[src/rtl/pe_pkg.sv]
// Shared types and constants for the systolic MAC processing element.
// State encoding, default widths and the fixed-point constant helpers used for rounding and clamping.
package pe_pkg;

  localparam int DATA_W_DEF    = 32;
  localparam int FRAC_BITS_DEF = 23;
  localparam int ACC_W_DEF     = 48;
  localparam int K_W_DEF       = 16;

  localparam logic [1:0] ST_IDLE  = 2'd0;
  localparam logic [1:0] ST_ACCUM = 2'd1;
  localparam logic [1:0] ST_DONE  = 2'd2;
  localparam logic [1:0] ST_DRAIN = 2'd3;

  typedef enum logic [1:0] {
    IDLE  = ST_IDLE,
    ACCUM = ST_ACCUM,
    DONE  = ST_DONE,
    DRAIN = ST_DRAIN
  } pe_state_t;

  // Half an LSB of the rescaled product; zero when there are no fractional bits.
  function automatic logic signed [127:0] round_const(input int frac);
    return (frac > 0) ? (128'sd1 <<< (frac - 1)) : 128'sd0;
  endfunction

  function automatic logic signed [127:0] smax(input int w);
    return (128'sd1 <<< (w - 1)) - 128'sd1;
  endfunction

  function automatic logic signed [127:0] smin(input int w);
    return -(128'sd1 <<< (w - 1));
  endfunction

endpackage

[src/rtl/fxp_mul_round.sv]
// Fixed-point multiply: full-width signed product, optional round-half-up, arithmetic rescale to ACC_W.
// Purely combinational (latency 0); no flow control.
module fxp_mul_round
  import pe_pkg::*;
#(
  parameter int DATA_W    = DATA_W_DEF,
  parameter int FRAC_BITS = FRAC_BITS_DEF,
  parameter int ACC_W     = ACC_W_DEF,
  parameter int ROUND     = 1
) (
  input  logic signed [DATA_W-1:0] a,
  input  logic signed [DATA_W-1:0] b,
  output logic signed [ACC_W-1:0]  p
);

  localparam int PW = 2 * DATA_W;
  localparam logic signed [PW-1:0] RC = PW'(round_const(FRAC_BITS));

  logic signed [PW-1:0] full;
  logic signed [PW-1:0] biased;
  logic signed [PW-1:0] shifted;

  // Sign-extended operands give the exact product modulo 2^PW, which is the full product.
  assign full    = {{DATA_W{a[DATA_W-1]}}, a} * {{DATA_W{b[DATA_W-1]}}, b};
  assign biased  = (ROUND != 0) ? full + RC : full;
  assign shifted = biased >>> FRAC_BITS;

  generate
    if (ACC_W > PW) begin : g_extend
      assign p = {{(ACC_W - PW){shifted[PW-1]}}, shifted};
    end else begin : g_narrow
      assign p = shifted[ACC_W-1:0];
      if (ACC_W < PW) begin : g_drop
        logic unused_hi;
        assign unused_hi = ^shifted[PW-1:ACC_W];
      end
    end
  endgenerate

endmodule

[src/rtl/systolic_mac_pe.sv]
// Systolic MAC PE: forwards operands (latency 1), accumulates k_len aligned products, drains results by shifting.
// No backpressure; misaligned beats set err. Define PE_SATURATE_EN for saturating accumulate/narrowing with ovf.
module systolic_mac_pe
  import pe_pkg::*;
#(
  parameter int DATA_W    = DATA_W_DEF,
  parameter int FRAC_BITS = FRAC_BITS_DEF,
  parameter int ACC_W     = ACC_W_DEF,
  parameter int K_W       = K_W_DEF,
  parameter int ROUND     = 1
) (
  input  logic                     clk,
  input  logic                     reset_n,
  input  logic                     clear,
  input  logic [K_W-1:0]           k_len,
  input  logic                     drain,
  input  logic signed [DATA_W-1:0] side_in,
  input  logic                     side_valid_in,
  input  logic signed [DATA_W-1:0] top_in,
  input  logic                     top_valid_in,
  input  logic [DATA_W-1:0]        res_in,
  input  logic                     res_valid_in,
  output logic [DATA_W-1:0]        side_out,
  output logic                     side_valid_out,
  output logic [DATA_W-1:0]        top_out,
  output logic                     top_valid_out,
  output logic [DATA_W-1:0]        res_out,
  output logic                     res_valid_out,
  output logic                     done,
  output logic                     busy,
  output logic                     err,
  output logic                     ovf
);

  pe_state_t               state;
  logic signed [ACC_W-1:0] acc;
  logic signed [ACC_W-1:0] prod;
  logic signed [ACC_W-1:0] acc_next;
  logic [K_W-1:0]          count;
  logic [K_W-1:0]          klen_q;
  logic [DATA_W-1:0]       result_reg;
  logic [DATA_W-1:0]       res_narrow;
  logic                    clamp;
  logic                    both_valid;
  logic                    one_valid;
  logic                    fire;

  assign both_valid = side_valid_in & top_valid_in;
  assign one_valid  = side_valid_in ^ top_valid_in;
  assign fire       = (state == ACCUM) && both_valid;
  assign busy       = (state == ACCUM);

  fxp_mul_round #(
    .DATA_W   (DATA_W),
    .FRAC_BITS(FRAC_BITS),
    .ACC_W    (ACC_W),
    .ROUND    (ROUND)
  ) u_mul (
    .a(side_in),
    .b(top_in),
    .p(prod)
  );

`ifdef PE_SATURATE_EN
  localparam logic signed [ACC_W-1:0] ACC_MAX = ACC_W'(smax(ACC_W));
  localparam logic signed [ACC_W-1:0] ACC_MIN = ACC_W'(smin(ACC_W));
  localparam logic signed [ACC_W-1:0] RES_MAX = ACC_W'(smax(DATA_W));
  localparam logic signed [ACC_W-1:0] RES_MIN = ACC_W'(smin(DATA_W));

  logic signed [ACC_W-1:0] acc_sum;
  logic                    add_clamp;

  always_comb begin
    acc_sum    = acc + prod;
    // Signed overflow: operands agree in sign but the sum does not.
    add_clamp  = (acc[ACC_W-1] == prod[ACC_W-1]) && (acc_sum[ACC_W-1] != acc[ACC_W-1]);
    acc_next   = add_clamp ? (acc[ACC_W-1] ? ACC_MIN : ACC_MAX) : acc_sum;
    res_narrow = acc_next[DATA_W-1:0];
    clamp      = add_clamp;
    if (acc_next > RES_MAX) begin
      res_narrow = RES_MAX[DATA_W-1:0];
      clamp      = 1'b1;
    end else if (acc_next < RES_MIN) begin
      res_narrow = RES_MIN[DATA_W-1:0];
      clamp      = 1'b1;
    end
  end
`else
  assign acc_next   = acc + prod;
  assign res_narrow = acc_next[DATA_W-1:0];
  assign clamp      = 1'b0;
`endif

  always_ff @(posedge clk or negedge reset_n) begin
    if (!reset_n) begin
      state          <= IDLE;
      acc            <= '0;
      count          <= '0;
      klen_q         <= '0;
      result_reg     <= '0;
      side_out       <= '0;
      side_valid_out <= 1'b0;
      top_out        <= '0;
      top_valid_out  <= 1'b0;
      res_out        <= '0;
      res_valid_out  <= 1'b0;
      done           <= 1'b0;
      err            <= 1'b0;
      ovf            <= 1'b0;
    end else begin
      side_out       <= side_in;
      side_valid_out <= side_valid_in;
      top_out        <= top_in;
      top_valid_out  <= top_valid_in;
      done           <= 1'b0;
      res_valid_out  <= 1'b0;
      if (clear) begin
        acc    <= '0;
        count  <= '0;
        err    <= 1'b0;
        ovf    <= 1'b0;
        klen_q <= k_len;
        if (k_len == '0) begin
          state      <= DONE;
          result_reg <= '0;
          done       <= 1'b1;
        end else begin
          state <= ACCUM;
        end
      end else begin
        case (state)
          ACCUM: begin
            if (one_valid) err <= 1'b1;
            if (fire) begin
              acc   <= acc_next;
              count <= count + K_W'(1);
              ovf   <= ovf | clamp;
              if (count + K_W'(1) == klen_q) begin
                state      <= DONE;
                result_reg <= res_narrow;
                done       <= 1'b1;
              end
            end
          end
          DONE: begin
            if (both_valid) err <= 1'b1;
            if (drain) begin
              state         <= DRAIN;
              res_out       <= result_reg;
              res_valid_out <= 1'b1;
            end
          end
          DRAIN: begin
            if (both_valid) err <= 1'b1;
            res_out       <= res_in;
            res_valid_out <= res_valid_in;
          end
          default: ;
        endcase
      end
    end
  end

endmodule

[config.mk]
export PLATFORM = sky130hd
export DESIGN_NAME = systolic_mac_pe
export DESIGN_NICKNAME = d
export VERILOG_FILES = /design/src/rtl/pe_pkg.sv /design/src/rtl/fxp_mul_round.sv /design/src/rtl/systolic_mac_pe.sv
export SDC_FILE = /design/constraint.sdc
export NUM_CORES = 2
export LEC_CHECK = 0
export ABC_AREA = 1
export BUFFER_PORTS_ARGS = -buffer_cell sky130_fd_sc_hd__buf_2
export CORE_ASPECT_RATIO = 1.75
export CORE_UTILIZATION = 45
export DETAILED_ROUTE_END_ITERATION = 12
export PLACE_DENSITY = 0.69
export REMOVE_ABC_BUFFERS = 1
export SYNTH_ARGS = -nofsm -noshare
export SYNTH_HDL_FRONTEND = slang
export SYNTH_HIERARCHICAL = 1
export SYNTH_SLANG_ARGS = --single-unit
export TNS_END_PERCENT = 30
[constraint.sdc]
create_clock -name clk -period 3.2 [get_ports clk]
set_input_delay 0.48 -clock clk [delete_from_list [all_inputs] [get_ports clk]]
set_output_delay 0.48 -clock clk [all_outputs]
set_load 0.01 [all_outputs]
Word-level counts from Yosys, hierarchy flattened:

Cells that the tools add are included.

* multiplexer cells: 31
* equality and inequality tests: 11
* multipliers: 1
* add/subtract/negate cells: 3
* bitwise gates (word level): 3
* reduce and logical (&&, ||, !) cells: 14

Operators with widths (number)
* 32-bit 2-to-1 mux: 6
* 48-bit 2-to-1 mux: 3
* 64-bit by 24-bit adder with 64-bit output (second input constant): 1
* 32-bit by 32-bit multiplier with 64-bit output: 1
* 32-bit case mux with 2 select lines: 1
* 48-bit by 41-bit adder with 48-bit output: 1
* 16-bit 2-to-1 mux: 3
* 16-bit by 1-bit adder with 16-bit output (second input constant): 1
* 16-bit == test: 1
* 16-bit zero test: 1
* 1-bit 2-to-1 mux: 10
* 2-bit 2-to-1 mux: 5
* 3-bit by 2-bit != test with 1-bit output (second input constant): 3
* 4-bit AND reduction: 2
* 2-bit nonzero test: 4
* 3-bit AND reduction: 2
* 3-bit nonzero test: 2
* 2-bit == test (second input constant): 2
* 1-bit case mux with 2 select lines: 2
* 2-bit case mux with 2 select lines: 1
* 3-bit by 1-bit != test with 1-bit output (second input constant): 1
* 3-bit != test (second input constant): 1
* 2-bit by 1-bit == test with 1-bit output (second input constant): 1
* 2-bit by 1-bit != test with 1-bit output (second input constant): 1
* other kinds (7): 7

* output and inout bits: 103
* input port bits: 119
* bits in registers: 215
* logic and storage cells: 76

Depth between registers and ports, before layout:

* depth in word-level cells: 7
* mapped depth: 46

Hierarchy:

Netlist, hierarchy kept.

Modules (own cells, without submodules)
* fxp_mul_round: sequential area each 0.0 um^2, times used 1, area an instance 38096.5 um^2, cells an instance 4923
* systolic_mac_pe: sequential area each 4979.8 um^2, times used 1, area an instance 10148.5 um^2, cells an instance 1275

Least setup slack after synthesis:

No wires, ideal clock.

* path type: input to register
* start point: in side_in[31]
* end point: reg result_reg[30]
* cell stages on the path: 38
* arrival: 8.261 ns
* path buffers: 1
* required time: 3.135 ns
* path slack: -5.126 ns
* library setup time: 0.065 ns
* cells stage by stage: clkbuf_1 nand2_1 inv_1 fa_1 inv_1 fa_1 inv_1 fa_1 fa_1 inv_1 fa_1 inv_1 fa_1 inv_1 fa_1 inv_1 fa_1 ha_1 [... 2 more ...] inv_1 nor2_1 nand2_1 nor4_1 nand2_1 nand3_1 nand2_1 ha_1 inv_1 nor3_1 nand2_1 nor3_1 nand2_1 nand3_1 nand2_1 nor2_1 nand3_1 nand2_1

* longest elaborated chain between the ends: 7

RTL lines
* start: declaration: RTL line systolic_mac_pe.sv:17 `input logic signed [DATA_W-1:0] side_in,`
* 32-bit by 32-bit multiplier with 64-bit output: RTL line fxp_mul_round.sv:24 `assign full = {{DATA_W{a[DATA_W-1]}}, a} * {{DATA_W{b[DATA_W-1]}}, b};`
* 64-bit by 24-bit adder with 64-bit output: RTL line fxp_mul_round.sv:25 `assign biased = (ROUND != 0) ? full + RC : full;`
* net prod[29]: RTL line systolic_mac_pe.sv:37 `logic signed [ACC_W-1:0] prod;`
* 48-bit by 41-bit adder with 48-bit output: RTL line systolic_mac_pe.sv:89 `assign acc_next = acc + prod;`
* 32-bit 2-to-1 mux: RTL line systolic_mac_pe.sv:138 `if (count + K_W'(1) == klen_q) begin`
* 32-bit 2-to-1 mux: RTL line systolic_mac_pe.sv:134 `if (fire) begin`
* 32-bit 2-to-1 mux: RTL line systolic_mac_pe.sv:131 `case (state)`
* 32-bit 2-to-1 mux: RTL line systolic_mac_pe.sv:117 `if (clear) begin`
* end signal: assignment: RTL line systolic_mac_pe.sv:140 `result_reg <= res_narrow;`
* end: declaration: RTL line systolic_mac_pe.sv:41 `logic [DATA_W-1:0] result_reg;`

The timed path passes the listed nets, and every way through them passes these cells. The select of a mux whose other input is x is not followed.
A chain may end at the register's enable or synchronous reset.

Worst setup path after layout:

* start point: in side_in[17]
* end point: reg result_reg[12]

Same word-level chain as after synthesis.

==> impl_results.md <==
* Worst Path Max Fanout at 6
* N_diodes at 0
* CTS max path bufs at 2
* Period utilization at 245%
* Fin nets at 7,742
* FF+latch area at between 0.004 and 0.005 mm^2
* Initial DRC count at 2,360
* Initial antenna violation count at 1
* Status: complete, but fails checks
* Max Clock Freq at 0.127 GHz
* Root Buffer: clkbuf_16
* Critical path capture point type: register
* Setup violators final at 64
* Horiz. Die Dim at between 200 and 250 um
* Post-placement cell area at between 0.05 and 0.06 mm^2
* Final Max Tran Viols at 0
* Starting Density at 45.4%
* Die height at 418 um
* Failing checks: negative setup slack
* GRT Total Usage at between 30% and 40%
* Critical Path AT at about 8.3 ns
* Req. time, crit path at roughly 3.7 ns
* Synthesis Warnings at 6
* Final worst slack at -4.65 ns
* # H-tree levels at 4
* Post-DRT Antenna Nets at 0
* Hold-critical path endpoint: top_out[31]
* DRT Wirelength at ~160,000 um
* RSZ-0062 raised after global routing: yes
* Syn Area/Cell at 7.82 um^2
* Worst Skew at between 0.03 and 0.04 ns
* Fillers at roughly 8,500
* I/O pins at ~220
* FF-to-FF path depth at 14
* Max stage delay on crit path at around 0.62 ns
* Vias per cell at about 5.1
* Placer's final routability congestion estimate at 0.978
* Worst setup SP type: input pin
* Worst-margin pin slew at ~1.1 ns
* Reg clk slew, reported paths at about 0.09 ns
* Hold Crit Start: top_in[31]
* Detailed placement HPWL at about 120,000 um
* Layout cell share with drive strength beyond 1 at 25.9%
* Multi-input combinational cell area at around 0.036 mm^2
* Cell area after synthesis at approximately 0.045 mm^2
* Total grt overflow at 0
* CP Launch Point: side_in[17]
* Fin. Hold Viols at 0
* Fin crit period at between 7 and 8 ns
* Crit path max-delay cell type: fa_2
* Core region area at just under 0.1 mm^2
* DRC viols at 0
* First-pass iteration count of the detailed router at 6
* Post-Syn Instances at roughly 5,700
* Die area at around 0.1 mm^2
* Vias after detailed routing at about 40,000
* Max-Slew Margin vs Limit at between 20% and 30%
* CTS buffer count at 17
* RR Endpoint: result_reg[3]
* Reg-to-reg slack, setup at between 0.5 and 0.6 ns
* Hold Slack at 0.0452 ns
* Most frequent CP cell: fa_1
* RR Startpoint: count[0]
* Global-route wire length before repair at ~230,000 um
* Hold path cells at 1
* Critical path type: input pin to register
* Largest net degree at the start of global routing at 73
* Post-route cell area at 0.0575 mm^2
* CTS tree: yes
* Rows at ~150
* Post-DR wirelength/cell at between 20 and 25 um
* Worst-Skew Late Latency at around 0.57 ns
* Vias in the first global route at 43,400
* Area delta synth->final at 29.2%
* Max_cap viols at 0
* Hold Crit Class: input pin to register
* IO buf count at 220
* Clock sink total at 199
## layer usage
layer	track usage [%]	vias up	share of wire (%)
li1	-	17600	-
met1	29.7	19800	31
met2	59.0	1406	54
met3	4.54	664	4.8
met4	25.2	0	9.8
met5	0	-	0
## worst max path at each step
| stage | end | slack, ns |
|---|---|---|
| 6_report | result_reg[12] | -4.65 |
| 2_1_floorplan | result_reg[30] | -4.52 |
| 3_5_place_dp | result_reg[26] | -6.03 |
| 4_1_cts | result_reg[27] | -4.57 |
| 5_1_grt | result_reg[30] | -4.93 |
| 3_3_place_gp | result_reg[26] | -6.12 |
## layout make-up
type	instances	area share, %
multi-input combinational	3652	62.3
timing repair buffer	956	14.6
inverter	1610	10.5
sequential	199	8.66
tap	1309	2.85
clock buffer	18	0.764
clock inverter	14	0.311
## critical path, delay by kind of cell
| kind | cells | cell delay, ns |
|---|---|---|
| AOI/OAI and AO/OA | 5 | 0.62 |
| xor gates and xnor gates | 1 | 0.25 |
| adders and majority gates | 11 | 5.11 |
| buffers and inverters | 9 | 0.88 |
| and+or+nand+nor | 10 | 0.96 |
## layout by cell type, fill, tap and decap left out, types with 57 or more instances in the layout
| master | instances |
|---|---|
| ha_4 | 65 |
| buf_2 | 177 |
| buf_12 | 70 |
| fa_2 | 67 |
| nand3_1 | 106 |
| buf_6 | 74 |
| buf_4 | 604 |
| nand2_2 | 129 |
| nor2_4 | 57 |
| nand2_1 | 1523 |
| ha_1 | 138 |
| dfrtp_1 | 199 |
| fa_1 | 917 |
| inv_1 | 1538 |
| inv_2 | 63 |
| nor2_1 | 148 |
## stage by stage
step,utilization (%),setup WS (ns),TNS [ns],instances
after global routing,58.6,-4.93,-299.65,7758
after detailed placement,52.6,-6.03,-357.02,7611
final,58.6,-4.65,-284.48,7758
after CTS,56.8,-4.57,-273.93,7705
after floorplan,-,-4.52,-259.03,5461
after global placement,52.6,-6.12,-356.28,7611
## what timing repair did
item	in CTS	in global routing
hold buffers	1	0
setup endpoints to repair	64	64
endpoints found under the hold margin	67	0
pin swaps	235	282
gates resized for setup	657	368
gates cloned	13	8
buffers inserted	54	46
Power is not shown: default switching activity piles up to over one toggle a cycle in this logic, so the estimate is an artifact.
